==> src/rtl/addsub_serial_pkg.sv <==
// Shared op encodings, FSM state type and flag helper for the digit-serial add/subtract unit.
package addsub_serial_pkg;

  localparam logic [1:0] OP_SUB = 2'b00;
  localparam logic [1:0] OP_ADD = 2'b01;
  localparam logic [1:0] OP_CMP = 2'b10;

  typedef enum logic [1:0] {
    ST_IDLE = 2'd0,
    ST_RUN  = 2'd1,
    ST_DONE = 2'd2
  } state_t;

  // Signed overflow: SUB/CMP overflow needs differing operand signs, ADD needs equal ones.
  function automatic logic signed_ovf(input logic sub, input logic a_msb,
                                      input logic b_msb, input logic r_msb);
    return (sub ? (a_msb != b_msb) : (a_msb == b_msb)) && (r_msb != a_msb);
  endfunction

endpackage

==> src/rtl/addsub_digit.sv <==
// Combinational DIGIT-wide ripple slice; subtract is a + ~b + ~borrow with the carry
// inverted back into a borrow, so one adder serves both operations.
module addsub_digit #(
  parameter int DIGIT = 4
) (
  input  logic [DIGIT-1:0] a,
  input  logic [DIGIT-1:0] b,
  input  logic             cin,
  input  logic             sub,
  output logic [DIGIT-1:0] res,
  output logic             cout
);

  logic [DIGIT:0] sum;

  always_comb begin
    sum  = {1'b0, a} + {1'b0, b ^ {DIGIT{sub}}} + {{DIGIT{1'b0}}, cin ^ sub};
    res  = sum[DIGIT-1:0];
    cout = sum[DIGIT] ^ sub;
  end

endmodule

==> src/rtl/addsub_serial.sv <==
// Digit-serial SUB/ADD/CMP unit: result valid WIDTH/DIGIT cycles after capture;
// holds the result in DONE until out_ready, accepting no new operands meanwhile.
module addsub_serial
  import addsub_serial_pkg::*;
#(
  parameter int WIDTH = 16,
  parameter int DIGIT = 4
) (
  input  logic             clk,
  input  logic             rst_n,
  input  logic             abort,
  input  logic             in_valid,
  output logic             in_ready,
  input  logic [WIDTH-1:0] in_a,
  input  logic [WIDTH-1:0] in_b,
  input  logic [1:0]       in_op,
  input  logic             in_cin,
  output logic             out_valid,
  input  logic             out_ready,
  output logic [WIDTH-1:0] out_res,
  output logic             out_cout,
  output logic             out_zero,
  output logic             out_neg,
  output logic             out_ovf
);

  localparam int NDIG = WIDTH / DIGIT;
  localparam int CW   = (NDIG > 1) ? $clog2(NDIG) : 1;
  localparam logic [CW-1:0] LAST = CW'(NDIG - 1);

  state_t           state, state_nxt;
  logic [CW-1:0]    cnt;
  logic [WIDTH-1:0] a_sr, b_sr, res_sr;
  logic             a_msb, b_msb, is_sub, is_cmp, cy;
  logic [DIGIT-1:0] dig_res;
  logic             dig_cout;
  logic [WIDTH-1:0] dig_ext, res_nxt;
  logic             capture, finish;

  addsub_digit #(.DIGIT(DIGIT)) u_digit (
    .a    (a_sr[DIGIT-1:0]),
    .b    (b_sr[DIGIT-1:0]),
    .cin  (cy),
    .sub  (is_sub),
    .res  (dig_res),
    .cout (dig_cout)
  );

  always_ff @(posedge clk or negedge rst_n) begin
    if (!rst_n) state <= ST_IDLE;
    else        state <= state_nxt;
  end

  always_comb begin
    state_nxt = state;
    capture   = 1'b0;
    finish    = 1'b0;
    in_ready  = rst_n && (state == ST_IDLE);
    out_valid = (state == ST_DONE);
    if (abort) begin
      state_nxt = ST_IDLE;
    end else begin
      case (state)
        ST_IDLE: if (in_valid) begin
          capture   = 1'b1;
          state_nxt = ST_RUN;
        end
        ST_RUN: if (cnt == LAST) begin
          finish    = 1'b1;
          state_nxt = ST_DONE;
        end
        ST_DONE: if (out_ready) state_nxt = ST_IDLE;
        default: state_nxt = ST_IDLE;
      endcase
    end
  end

  // New digit enters at the MSB end; after NDIG shifts the result is LSB-aligned.
  always_comb begin
    dig_ext              = '0;
    dig_ext[DIGIT-1:0]   = dig_res;
    res_nxt              = (res_sr >> DIGIT) | (dig_ext << (WIDTH - DIGIT));
  end

  always_ff @(posedge clk or negedge rst_n) begin
    if (!rst_n) begin
      cnt      <= '0;
      a_sr     <= '0;
      b_sr     <= '0;
      res_sr   <= '0;
      a_msb    <= 1'b0;
      b_msb    <= 1'b0;
      is_sub   <= 1'b0;
      is_cmp   <= 1'b0;
      cy       <= 1'b0;
      out_res  <= '0;
      out_cout <= 1'b0;
      out_zero <= 1'b0;
      out_neg  <= 1'b0;
      out_ovf  <= 1'b0;
    end else if (capture) begin
      cnt    <= '0;
      a_sr   <= in_a;
      b_sr   <= in_b;
      res_sr <= '0;
      a_msb  <= in_a[WIDTH-1];
      b_msb  <= in_b[WIDTH-1];
      is_sub <= (in_op != OP_ADD);
      is_cmp <= (in_op == OP_CMP);
      cy     <= in_cin;
    end else if (state == ST_RUN && !abort) begin
      cnt    <= cnt + CW'(1);
      a_sr   <= a_sr >> DIGIT;
      b_sr   <= b_sr >> DIGIT;
      res_sr <= res_nxt;
      cy     <= dig_cout;
      if (finish) begin
        // Zero/neg/ovf come from the true difference even when CMP masks the result.
        out_res  <= is_cmp ? '0 : res_nxt;
        out_cout <= dig_cout;
        out_zero <= (res_nxt == '0);
        out_neg  <= res_nxt[WIDTH-1];
        out_ovf  <= signed_ovf(is_sub, a_msb, b_msb, res_nxt[WIDTH-1]);
      end
    end
  end

endmodule
==> config.mk <==
export PLATFORM = sky130hd
export DESIGN_NAME = addsub_serial
export DESIGN_NICKNAME = d
export VERILOG_FILES = /design/src/rtl/addsub_serial_pkg.sv /design/src/rtl/addsub_digit.sv /design/src/rtl/addsub_serial.sv
export SDC_FILE = /design/constraint.sdc
export NUM_CORES = 1
export LEC_CHECK = 0
export ABC_AREA = 1
export ABC_CLOCK_PERIOD_IN_PS = 3000
export BUFFER_PORTS_ARGS = -buffer_cell sky130_fd_sc_hd__buf_2
export CORE_MARGIN = 5
export CORE_UTILIZATION = 55
export CTS_CLUSTER_DIAMETER = 30
export DETAILED_ROUTE_END_ITERATION = 12
export GPL_TIMING_DRIVEN = 1
export PLACE_DENSITY = 0.79
export SYNTH_ARGS = -nofsm -noshare
export SYNTH_HDL_FRONTEND = slang
export SYNTH_SLANG_ARGS = --single-unit
==> constraint.sdc <==
create_clock -name clk -period 3 [get_ports clk]
set_clock_uncertainty 0.05 [all_clocks]
set_input_delay 0.3 -clock clk [delete_from_list [all_inputs] [get_ports clk]]
set_output_delay 0.3 -clock clk [all_outputs]
set_load 0.005 [all_outputs]
# After elaboration in Yosys (flattened, before gate mapping)
# Cells that the tools add are included.
classes:
  add_sub_neg: 3
  n_eq_ne: 11
  mux: 23
  bitwise: 5
  n_reduce_logical: 9
op_table:
  columns: ["operator", "n"]
  rows:
  - ["$mux 16", 7]
  - ["$logic_not 16->1", 1]
  - ["$or 12x16->16", 1]
  - ["$mux 2", 6]
  - ["$mux 1", 9]
  - ["$eq 2x2->1 const B", 3]
  - ["$ne 3x3->1 const B", 2]
  - ["$pmux 2 s3", 1]
  - ["$reduce_and 3->1", 2]
  - ["$add 4x4->5", 1]
  - ["$add 5x1->5", 1]
  - ["$xor 4x4->4", 1]
  - ["$logic_and 1x1->1", 3]
  - ["$ne 3x2->1 const B", 1]
  - ["$add 2x1->2 const B", 1]
  - ["$eq 2x1->1 const B", 1]
  - ["$logic_not 2->1", 1]
  - ["$ne 1x1->1", 2]
  - ["$ne 2x1->1 const B", 1]
  - ["$reduce_bool 2->1", 1]
  - ["$xor 1x1->1", 2]
  - ["$eq 1x1->1", 1]
  - ["$logic_not 1->1", 1]
  - ["$not 1->1", 1]
totals:
  ff_bits: 77
  inputBits: 40
  out_inout_bits: 22
  wordCells: 66

# Longest topological paths before layout
logic_depth:
  depth_word: 6
  mapped_depth: 11
  mapped_depth_nobuf: 10

# Hierarchy
# Synthesis repeated with hierarchy kept, for this count alone.
hier_totals:
  hier_cells: 381
  area_unflattened_um2: 3261.9
modules_own_cells:
  columns: ["mod", "n_inst", "cells_each", "area_per_inst_um2", "seq_area_each_um2"]
  rows:
  - ["addsub_serial", 1, 352, 3052.9, 1826.8]
  - ["addsub_digit", 1, 29, 209.0, 0.0]

# Least setup slack after synthesis
# Ideal clock, no wire load.
synth_path:
  path_type: "reg-to-reg"
  from: "register is_sub"
  to: "register out_zero"
  setup_ns: 0.065
  arrival_ns: 1.990
  required_ns: 2.885
  path_slack_ns: 0.895
  stages_incl_launch_ff: 10
  path_buffers: 1
  synth_period_minus_slack_ns: 2.105
  cell_sequence: "dfrtp_1 -> buf_2 -> xnor2_1 -> fa_1 -> fa_1 -> xor2_1 -> nand2_1 -> nor2_1 -> nand3_1 -> nand2_1"
synth_between:
  elab_chain_cells: 5
  elab_cells_between_ends: 6
  cone_classes: "2 x add/sub; 3 x bitwise; 1 x reduce/logical"
synth_lines:
  columns: ["element", "line", "source"]
  rows:
  - ["start, declared", "addsub_serial.sv:34", "logic a_msb, b_msb, is_sub, is_cmp, cy;"]
  - ["start signal, assigned", "addsub_serial.sv:108", "is_sub <= (in_op != OP_ADD);"]
  - ["$xor 4x4->4", "addsub_digit.sv:17", "sum = {1'b0, a} + {1'b0, b ^ {DIGIT{sub}}} + {{DIGIT{1'b0}}, cin ^ sub};"]
  - ["$add 4x4->5", "addsub_digit.sv:17", null]
  - ["$add 5x1->5 (*)", "addsub_digit.sv:17", null]
  - ["$or 12x16->16 (*)", "addsub_serial.sv:82", "res_nxt = (res_sr >> DIGIT) | (dig_ext << (WIDTH - DIGIT));"]
  - ["$logic_not 16->1 (*)", "addsub_serial.sv:121", "out_zero <= (res_nxt == '0);"]
  - ["end signal, assigned", "addsub_serial.sv:121", null]
  - ["end, declared", "addsub_serial.sv:22", "output logic out_zero,"]
# Mark *: on every way between the ends. The rest lies on a longest branch, timed or not.
# A chain may end at the register's enable or synchronous reset.

# Worst setup path after layout
# Same ends and word-level chain as after synthesis.

==> metrics.txt <==
Mapped Cells 345; commonest cells after routing, fill and taps aside nand2_1, dfrtp_1, buf_2; VDD IR max 0.457 mV; largest net degree at the start of global routing 74; dpl ws 0.725 ns; DRT Wirelength 6.86 mm; number of buffers created by CTS 9; PostCTS Resize Cnt 0; Die Span X 87.5 um; htree depth 3; post-detailed-placement half-perimeter wirelength 4.68 mm; #FFs+latches synth 73; cell-internal power 2.21 mW; DR pass1 iterations 4; Critical Path, Cell by Cell xnor2_1, fa_1, fa_1, xor2_1, nand2_1, nor2_1, nand3_1, nand2_1; Initial Util 56.2%; Setup CP Type reg -> reg; Setup violations, final 0; cell family contributing the most delay on the critical path adder cells; Sw Share 35.2%; Buffers & Inverters on Critical Path 0; grt met2 use between 30% and 40%; die span in y 87.5 um; WP data required around 3.2 ns; clk slew on worst S/H paths approximately 0.080 ns; Syn Area/Cell 9.59 um^2; Crit. End Element register; nets between 400 and 500; Vias/cell approximately 5.3; met3 usage 4.80%; Pwr per Cell Area 886 nW/um^2; Clock Tree Root clkbuf_8; most common cell after layout, fill and taps aside nand2_1; Antenna diodes 0; Setup Buffers After CTS 0; hold_ws 0.114 ns; port bufs 61; Final Worst Setup Slack 0.720 ns; vias 2565; GRT Util Overall about a fifth; grt met1 use 26.8%; placed cell area 3620 um^2; power share of the combinational group 32.3%; setup TNS 0 ns; FP Rows 28; # Max-Cap Violations 0; top area cells in the synthesized netlist dfrtp_1, nand2_1, inv_1; CP max stage cell dfrtp_1; busiest grt layer met2; fmax 439 MHz; DRC 0; I/O Pins 62; Slew @ Worst Pin 0.901 ns; # clock sinks 73; RSZ-0062 raised after global routing false; leak pwr approximately 2 nW; CP max stage delay 0.50 ns; Hold Vio Cnt, Final 0; Syn Nets just under 400; Yosys top cell area share roughly 55%; Post-CTS Hold Buffers 0; Reg power frac 42.4%; DR WL/cell 14.2 um; first-pass GRT wire length approximately 13 mm; vias in the first global route 2706; global route total overflow 0; clock network fraction of total power 25.3%; Mapped Area ~3300 um^2; Syn. warnings 0; NetSw 1.20 mW; post-route cell area 3840 um^2; post-synth cell types 35; Clock Tree Buf Depth 2; layout cell share with drive strength beyond 1 23.8%; initial drt markers 177; Skew-Pair Late Insertion Delay 0.34 ns; Startpoint Class register; Core Util, Final 65.3%; Critical Path AT about 2.5 ns; CTS tree done; Yosys top cell by area dfrtp_1; final antenna-violating net count 0; Worst slew margin 40.0%; final slew viol count 0; min-delay worst type in -> reg; routability cong. between 0.8 and 0.9; post-synthesis sequential area ratio 55.2%; Period Utilization, post-route 76.0%; area delta synth->final 16.3%; Crit Path Max Fanout 8; antenna violations before repair 0; CORE AREA approximately 6000 um^2; post-layout minimum cycle time roughly 2.3 ns; DIE AREA 7660 um^2; outcome completed
## layout make-up
class	instances	area, um^2
clock buffers	10	138
clock inverters	6	90.1
well taps	75	93.8
inverters	36	138
multi-input cells	219	1240
fillers	515	2040
repair buffers	63	320
flip-flops and latches	73	1830
## registers in the layout (all words and copies together) (netlist names), 2 cells and up
register  count
out_res      16
b_sr         16
res_sr       12
a_sr         16
cnt           2
state         2
## metal layers
metal / vias up / part of all wire, %
li1: 1254 / -
met5: - / 0
met4: 0 / 2.0
met3: 11 / 6.9
met2: 75 / 48
met1: 1225 / 43
## Yosys cell counts (all sizes together)
cell	count
nand2	106
dfrtp	73
inv	36
nand3	26
buf	14
o211ai	14
o21ai	13
o31ai	13
nor2	11
o22ai	8
a22o	7
ha	4
clkbuf	3
xnor2	3
xor2	3
a21oi	2
fa	2
o221ai	2
a22oi	1
nand3b	1
nand4	1
nor3	1
nor3b	1
## metrics by stage
| stage | instances | total power [mW] |
|---|---|---|
| after global placement | 466 | 2.52 |
| after detailed placement | 466 | 2.57 |
| after global routing | 482 | 3.69 |
| after floorplan | 345 | 2.25 |
| final | 482 | 3.41 |
| after CTS | 482 | 3.44 |
## cell families after synthesis
| group | Yosys count | synth area share [%] |
|---|---|---|
| adders and majority gates | 6 | 2.72 |
| AOI/OAI and AO/OA | 60 | 13.9 |
| DFF | 73 | 55.2 |
| buffers and inverters | 53 | 7.38 |
| and+or+nand+nor | 147 | 19.2 |
| xor gates and xnor gates | 6 | 1.59 |
## power by group through the flow
stage | registers, mW | logic, mW | clock network, mW
after detailed placement | 1.46 | 1.11 | 0
after CTS | 1.45 | 1.11 | 0.878
after floorplan | 1.41 | 0.843 | 0
after global placement | 1.45 | 1.08 | 0
after global routing | 1.48 | 1.28 | 0.927
final | 1.44 | 1.10 | 0.863
## worst paths after layout
path	startpoint	end	slack (ns)	depth (start not counted)
max in group asynchronous	rst_n	a_sr[9]$_DFFE_PN0P_	2.18	2
worst max-delay path	is_sub$_DFFE_PN0P_	out_zero$_DFFE_PN0P_	0.72	8
min in group asynchronous	rst_n	out_res[3]$_DFFE_PN0P_	0.14	2
worst min-delay path	out_ready	state[1]$_DFFE_PN0P_	0.11	2
worst max register to register	is_sub$_DFFE_PN0P_	out_zero$_DFFE_PN0P_	0.72	8
worst min register to register	out_res[4]$_DFFE_PN0P_	out_res[4]$_DFFE_PN0P_	0.43	2
(Power assumes the default switching activity.)
